==> config.mk <==
export PLATFORM = sky130hd
export DESIGN_NAME = hilo_muldiv
export DESIGN_NICKNAME = d
export VERILOG_FILES = /design/src/rtl/hilo_muldiv.sv
export SDC_FILE = /design/constraint.sdc
export NUM_CORES = 2
export LEC_CHECK = 0
export ABC_CLOCK_PERIOD_IN_PS = 9950
export CAP_MARGIN = 20
export CORE_MARGIN = 2
export CORE_UTILIZATION = 42
export CTS_CLUSTER_DIAMETER = 30
export DETAILED_ROUTE_END_ITERATION = 16
export PLACE_DENSITY = 0.64
export SYNTH_ARGS = -nofsm -noshare
export SYNTH_HDL_FRONTEND = slang
export SYNTH_SLANG_ARGS = --single-unit
==> constraint.sdc <==
create_clock -name clk -period 9.95 [get_ports clk]
set_input_delay 1.99 -clock clk [delete_from_list [all_inputs] [get_ports clk]]
set_output_delay 1.99 -clock clk [all_outputs]
set_load 0.02 [all_outputs]
==> src/rtl/hilo_muldiv.sv <==
// hilo_muldiv: multi-cycle MIPS mult/div unit owning the HI/LO registers.
// Define MULDIV_MUL2_EN to split the multiplier into two pipeline stages.
module hilo_muldiv #(
  parameter int DATA_W = 32,
  parameter int CNT_W  = 6
) (
  input  logic              clk,
  input  logic              reset,
  input  logic              op_valid,
  input  logic [1:0]        mult,
  input  logic [1:0]        div,
  input  logic [1:0]        mfhl,
  input  logic [1:0]        mthl,
  input  logic [DATA_W-1:0] rs_val,
  input  logic [DATA_W-1:0] rt_val,
  input  logic              cancel,
  output logic              op_ready,
  output logic              busy,
  output logic [DATA_W-1:0] rd_data,
  output logic              rd_valid,
  output logic              done,
  output logic [DATA_W-1:0] hi,
  output logic [DATA_W-1:0] lo
);

  localparam int W2 = 2 * DATA_W;
  localparam int HW = DATA_W / 2;
  localparam logic [DATA_W-1:0] ZERO = '0;

`ifdef MULDIV_MUL2_EN
  typedef enum logic [2:0] {
    S_IDLE, S_MUL, S_MUL2, S_DIV, S_FIX
  } state_t;
`else
  typedef enum logic [1:0] {
    S_IDLE, S_MUL, S_DIV, S_FIX
  } state_t;
`endif

  state_t            r_state;
  logic [DATA_W-1:0] r_hi;
  logic [DATA_W-1:0] r_lo;
  logic [DATA_W-1:0] r_a;
  logic [DATA_W-1:0] r_b;
  logic              r_sgn;
  logic [DATA_W-1:0] r_rem;
  logic [DATA_W-1:0] r_quo;
  logic [CNT_W-1:0]  r_cnt;
  logic              r_neg_q;
  logic              r_neg_r;
`ifdef MULDIV_MUL2_EN
  logic [W2-1:0]     r_pp;
`endif

  logic              w_idle;
  logic              w_acc;
  logic              w_acc_mul;
  logic              w_acc_div;
  logic              w_acc_mt;
  logic              w_rs_neg;
  logic              w_rt_neg;
  logic [DATA_W-1:0] w_rs_abs;
  logic [DATA_W-1:0] w_rt_abs;
  logic              w_rt_zero;
  logic [W2-1:0]     w_a_ext;
  logic [W2-1:0]     w_prod;
  logic [DATA_W:0]   w_trial;
  logic              w_ge;
  logic [DATA_W-1:0] w_rem_nx;
  logic [DATA_W-1:0] w_quo_nx;
  logic [DATA_W-1:0] w_q_fix;
  logic [DATA_W-1:0] w_r_fix;
  logic              w_fin;

  // Acceptance and opcode priority: mult > div > mthl > mfhl
  assign w_idle    = (r_state == S_IDLE);
  assign w_acc     = op_valid & w_idle & ~cancel;
  assign w_acc_mul = w_acc & (|mult);
  assign w_acc_div = w_acc & ~(|mult) & (|div);
  assign w_acc_mt  = w_acc & ~(|mult) & ~(|div) & (|mthl);

  // Divider operand magnitudes and sign flags
  assign w_rs_neg  = div[0] & rs_val[DATA_W-1];
  assign w_rt_neg  = div[0] & rt_val[DATA_W-1];
  assign w_rs_abs  = w_rs_neg ? (ZERO - rs_val) : rs_val;
  assign w_rt_abs  = w_rt_neg ? (ZERO - rt_val) : rt_val;
  assign w_rt_zero = (rt_val == ZERO);

  // Multiplier: operands extended to full product width
  assign w_a_ext = {{DATA_W{r_sgn & r_a[DATA_W-1]}}, r_a};

`ifdef MULDIV_MUL2_EN
  logic [W2-1:0] w_b_lo_ext;
  logic [W2-1:0] w_b_hi_ext;
  logic [W2-1:0] w_pp;
  logic [W2-1:0] w_hi_pp;

  assign w_b_lo_ext = {{(W2-HW){1'b0}}, r_b[HW-1:0]};
  assign w_b_hi_ext = {{(W2-HW){r_sgn & r_b[DATA_W-1]}},
                       r_b[DATA_W-1:HW]};
  assign w_pp       = w_a_ext * w_b_lo_ext;
  assign w_hi_pp    = w_a_ext * w_b_hi_ext;
  assign w_prod     = r_pp + (w_hi_pp << HW);
  assign w_fin      = (r_state == S_MUL2) |
                      (r_state == S_FIX);
`else
  logic [W2-1:0] w_b_ext;

  assign w_b_ext = {{DATA_W{r_sgn & r_b[DATA_W-1]}}, r_b};
  assign w_prod  = w_a_ext * w_b_ext;
  assign w_fin   = (r_state == S_MUL) |
                   (r_state == S_FIX);
`endif

  // Restoring division step: one quotient bit per cycle
  assign w_trial  = {r_rem, r_quo[DATA_W-1]} - {1'b0, r_b};
  assign w_ge     = ~w_trial[DATA_W];
  assign w_rem_nx = w_ge ? w_trial[DATA_W-1:0]
                         : {r_rem[DATA_W-2:0], r_quo[DATA_W-1]};
  assign w_quo_nx = {r_quo[DATA_W-2:0], w_ge};

  // Sign fix-up of the unsigned quotient/remainder
  assign w_q_fix = r_neg_q ? (ZERO - r_quo) : r_quo;
  assign w_r_fix = r_neg_r ? (ZERO - r_rem) : r_rem;

  // Control FSM together with HI/LO and datapath registers
  always_ff @(posedge clk) begin
    if (reset) begin
      r_state <= S_IDLE;
      r_hi    <= '0;
      r_lo    <= '0;
      r_a     <= '0;
      r_b     <= '0;
      r_sgn   <= 1'b0;
      r_rem   <= '0;
      r_quo   <= '0;
      r_cnt   <= '0;
      r_neg_q <= 1'b0;
      r_neg_r <= 1'b0;
`ifdef MULDIV_MUL2_EN
      r_pp    <= '0;
`endif
    end else begin
      unique case (r_state)
        S_IDLE: begin
          if (w_acc_mul) begin
            r_a     <= rs_val;
            r_b     <= rt_val;
            r_sgn   <= mult[0];
            r_state <= S_MUL;
          end else if (w_acc_div) begin
            r_sgn <= div[0];
            if (w_rt_zero) begin
              r_quo   <= '1;
              r_rem   <= rs_val;
              r_neg_q <= 1'b0;
              r_neg_r <= 1'b0;
              r_state <= S_FIX;
            end else begin
              r_quo   <= w_rs_abs;
              r_b     <= w_rt_abs;
              r_rem   <= '0;
              r_neg_q <= w_rs_neg ^ w_rt_neg;
              r_neg_r <= w_rs_neg;
              r_cnt   <= CNT_W'(DATA_W - 1);
              r_state <= S_DIV;
            end
          end else if (w_acc_mt) begin
            if (mthl[0]) r_lo <= rs_val;
            if (mthl[1]) r_hi <= rs_val;
          end
        end
        S_MUL: begin
          if (cancel) begin
            r_state <= S_IDLE;
          end else begin
`ifdef MULDIV_MUL2_EN
            r_pp    <= w_pp;
            r_state <= S_MUL2;
`else
            r_hi    <= w_prod[W2-1:DATA_W];
            r_lo    <= w_prod[DATA_W-1:0];
            r_state <= S_IDLE;
`endif
          end
        end
`ifdef MULDIV_MUL2_EN
        S_MUL2: begin
          if (!cancel) begin
            r_hi <= w_prod[W2-1:DATA_W];
            r_lo <= w_prod[DATA_W-1:0];
          end
          r_state <= S_IDLE;
        end
`endif
        S_DIV: begin
          if (cancel) begin
            r_state <= S_IDLE;
          end else begin
            r_rem <= w_rem_nx;
            r_quo <= w_quo_nx;
            if (r_cnt == '0) begin
              r_state <= S_FIX;
            end else begin
              r_cnt <= r_cnt - CNT_W'(1);
            end
          end
        end
        S_FIX: begin
          if (!cancel) begin
            r_lo <= w_q_fix;
            r_hi <= w_r_fix;
          end
          r_state <= S_IDLE;
        end
        default: r_state <= S_IDLE;
      endcase
    end
  end

  assign op_ready = w_idle;
  assign busy     = ~w_idle;
  assign done     = w_fin & ~cancel & ~reset;
  assign rd_data  = mfhl[1] ? r_hi : r_lo;
  assign rd_valid = op_valid & w_idle & (|mfhl);
  assign hi       = r_hi;
  assign lo       = r_lo;

endmodule

==> impl_metrics.env <==
export IMPL_run_status="completed"
export IMPL_firstDrtPassIters=5
export IMPL_totalWireLength_um=166000
export IMPL_clock_sinks=203
export IMPL_finalNetCount=7487
export IMPL_drv_cap=0
export IMPL_hold_path_class="flip-flop to flip-flop"
export IMPL_ctsRootBufferMaster="clkbuf_16"
export IMPL_adder_cell_share_of_the_synthesized_area_pct=49.5
export IMPL_yosys_warnings=0
export IMPL_post_cts_setup_buffer_count=0
export IMPL_cts_tree="yes"
export IMPL_dr_first_iter_drc_count=3532
export IMPL_most_common_layout_cells="inv_1, fa_1, nand2_1, and2_1, ha_1"
export IMPL_finalSetupViolations=0
export IMPL_finalHoldViolCount=0
export IMPL_dieHeight_um=356
export IMPL_post_synth_top_area_fraction_pct=43.4
export IMPL_clk_transition_reported_paths_ps=50
export IMPL_cts_buffer_depth=3
export IMPL_area_of_the_mapped_netlist_um2=51900
export IMPL_ratio_of_cells_with_drive_above_1_in_the_final_layout_pct=5.52
export IMPL_groute_usage_overall_pct=26.6
export IMPL_maxSlewHeadroom_pct=22.6
export IMPL_clk_latency_ps=680
export IMPL_worst_setup_path_end_kind="flip-flop"
export IMPL_power_density_nw_per_um2=81.2
export IMPL_tightest_slew_ps=1160
export IMPL_io_pins=176
export IMPL_power_leakage_uw=0.0266
export IMPL_antenna_found_initial=8
export IMPL_worstSetupPathType="flip-flop to flip-flop"
export IMPL_data_arrival_time_of_the_critical_path_ps=9550
export IMPL_wire_per_inst_um=21.5
export IMPL_hpwlAfterDp_um=134000
export IMPL_report_final_slew_viol_count=0
export IMPL_synth_register_bits=203
export IMPL_synth_seq_area_share_pct=7.83
export IMPL_chipWidth_um=356
export IMPL_fin_ws_ps=881
export IMPL_buffer_ports_inserted=175
export IMPL_yosys_cell_types_count=82
export IMPL_synthXorXnorAreaFrac_pct=3.49
export IMPL_report_power_total_uw=4660
export IMPL_synth_edff_count=0
export IMPL_core_area_um2=122000
export IMPL_worstPathRequired_ps=10430
export IMPL_predominant_post_synthesis_flop_cell="dfxtp_1"
export IMPL_netlist_top_cells_area="fa_1, inv_1, dfxtp_1, nand2_1, ha_1"
export IMPL_finalWeightedCongestion=0.948
export IMPL_cts_made_buffers=61
export IMPL_routed_via_density=5.49
export IMPL_post_route_period_util_pct=91.1
export IMPL_netlist_instances=6059
export IMPL_synth_simple_area_share_pct=16.3
export IMPL_final_common_cell="inv_1"
export IMPL_hold_buffers=0
export IMPL_min_period_ps=9070
export IMPL_grt_pass1_wl_um=260000
export IMPL_crit_path_start_kind="flip-flop"
export IMPL_sequential_cell_area_um2=4070
export IMPL_floorplan_initialDensity_pct=42.5
export IMPL_setup_slack_after_placement_ps=1110
export IMPL_syn2layout_area_growth_pct=10.7
export IMPL_grt_remaining_overflow=0
export IMPL_worst_path_max_fanout=34
export IMPL_muxShareOfSynthArea_pct=1.54
export IMPL_synthesized_net_count=7511
export IMPL_placement_rows=128
export IMPL_worst_ir_drop_vdd_v=0.000165
export IMPL_drc=0
export IMPL_grt_pass1_vias=43900
export IMPL_layout_filler_cells=11800
export IMPL_multi_input_comb_area_um2=42000
export IMPL_die_area_um2=126000
export IMPL_largest_net_degree_at_the_start_of_global_routing=113
export IMPL_setup_tns_final_ps=0
export IMPL_syn_avg_cell_area_um2=8.56
export IMPL_async_flop_share_pct=0
export IMPL_synth_compound_area_share_pct=9.98
export IMPL_vias=42300
export IMPL_cts_htree_levels=2
export IMPL_combinational_family_with_the_most_area_after_synthesis="adder cells"
export IMPL_achievable_frequency_mhz=110
export IMPL_rsz_0062_raised_after_global_routing="no"
export IMPL_synth_largest_area_cell="fa_1"
export IMPL_antenna_violating_nets_post_route=0
export IMPL_skew_ps=98.6
export IMPL_post_cts_resized=0
==> worst paths after layout <==
kind,start,to,slack (ps),cells after the start
setup / recovery,r_a[15]$_SDFFE_PP0P_,hi[28]$_SDFFE_PP0P_,880,25
setup reg to reg,r_a[15]$_SDFFE_PP0P_,hi[28]$_SDFFE_PP0P_,880,25
hold reg to reg,r_a[14]$_SDFFE_PP0P_,r_a[14]$_SDFFE_PP0P_,460,2
hold / removal,r_a[14]$_SDFFE_PP0P_,r_a[14]$_SDFFE_PP0P_,460,2
==> power breakdown <==
| part | switching (uW) | internal [uW] |
|---|---|---|
| Sequential | 104 | 852 |
| Clock | 656 | 1330 |
| Combinational | 1110 | 606 |
| Total | 1870 | 2790 |
==> cells by family (layout without fill, tap and decap cells) <==
family / after synthesis / after routing
multiplexers: 73 / 73
flip-flops: 203 / 203
buffers and inverters: 1580 / 1604
AND/OR/NAND/NOR: 1837 / 1837
adder cells (fa/ha/maj): 1376 / 1376
other: 0 / 3
XOR/XNOR: 207 / 207
AO/OA/AOI/OAI: 783 / 783
==> metal layers <==
metal	GRT usage, %	up-vias	share of wire [%]
met3	5.11	347	7.7
met5	0	-	0.028
met2	42.7	1627	47
met4	9.74	8	4.1
li1	-	18600	-
met1	35.8	21800	41
==> metrics by stage <==
stage / hold slack [ps] / util [%] / std cells / cell area [um2]
final: 459 / 47.0 / 7711 / 57500
after global routing: 479 / 47.0 / 7708 / 57500
after CTS: 456 / 46.9 / 7702 / 57300
after detailed placement: 450 / 45.2 / 7591 / 55200
after global placement: 444 / 45.2 / 7591 / 55200
after floorplan: 457 / - / 6059 / 51900
==> worst max-delay path, stage by stage (launching register included) <==
cell      delay, ps
dfxtp_2         960
nand2_1         190
fa_1            570
inv_1            50
fa_1            470
fa_1            520
inv_1            60
fa_1            460
fa_1            510
inv_1            50
fa_1            520
fa_1            500
inv_1            50
fa_1            510
inv_1            60
ha_1            390
a21oi_1         220
o21ai_1          90
o21bai_1        400
nand2_1         230
nor4_1          870
o21ai_1         350
o21ai_1         430
nor3_1          100
a31oi_1         170
o41ai_1          80
==> area by class of cell <==
| type | instances | share of cell area (%) |
|---|---|---|
| antenna | 3 | 0.0131 |
| clock buffer | 79 | 2.98 |
| clock inverter | 32 | 0.671 |
| inverter | 1188 | 7.76 |
| multi-input combinational | 4276 | 73.0 |
| sequential | 203 | 7.09 |
| tap | 1625 | 3.54 |
| timing repair buffer | 305 | 4.94 |
==> synthesized netlist by cell type (7+ instances only) <==
cell,count
a211oi_1,94
a21o_1,63
a21oi_1,247
a221oi_1,15
a311oi_1,16
a31oi_1,20
and2_1,354
and3_1,33
buf_1,8
clkbuf_1,383
dfxtp_1,203
fa_1,1126
ha_1,250
inv_1,1188
mux2_2,55
mux2i_1,18
nand2_1,974
nand2b_1,16
nand3_1,33
nand3b_1,7
nand4_1,19
nor2_1,244
nor2b_1,22
nor3_1,51
nor4_1,14
o2111ai_1,7
o211ai_1,30
o21a_1,13
o21ai_0,95
o21ai_1,22
o21bai_1,14
o221ai_1,35
o31ai_1,31
o41ai_1,22
or2_2,11
or3_1,15
or4_1,18
xnor2_1,120
xor2_1,87
==> state kept, by name (all words and copies together) (netlist names) <==
register  count
r_neg_q       1
r_a          32
r_rem        32
hi           32
lo           32
r_neg_r       1
r_cnt         6
r_sgn         1
r_state       2
r_quo        32
r_b          32
No activity file was read; power rests on OpenSTA's default activity.
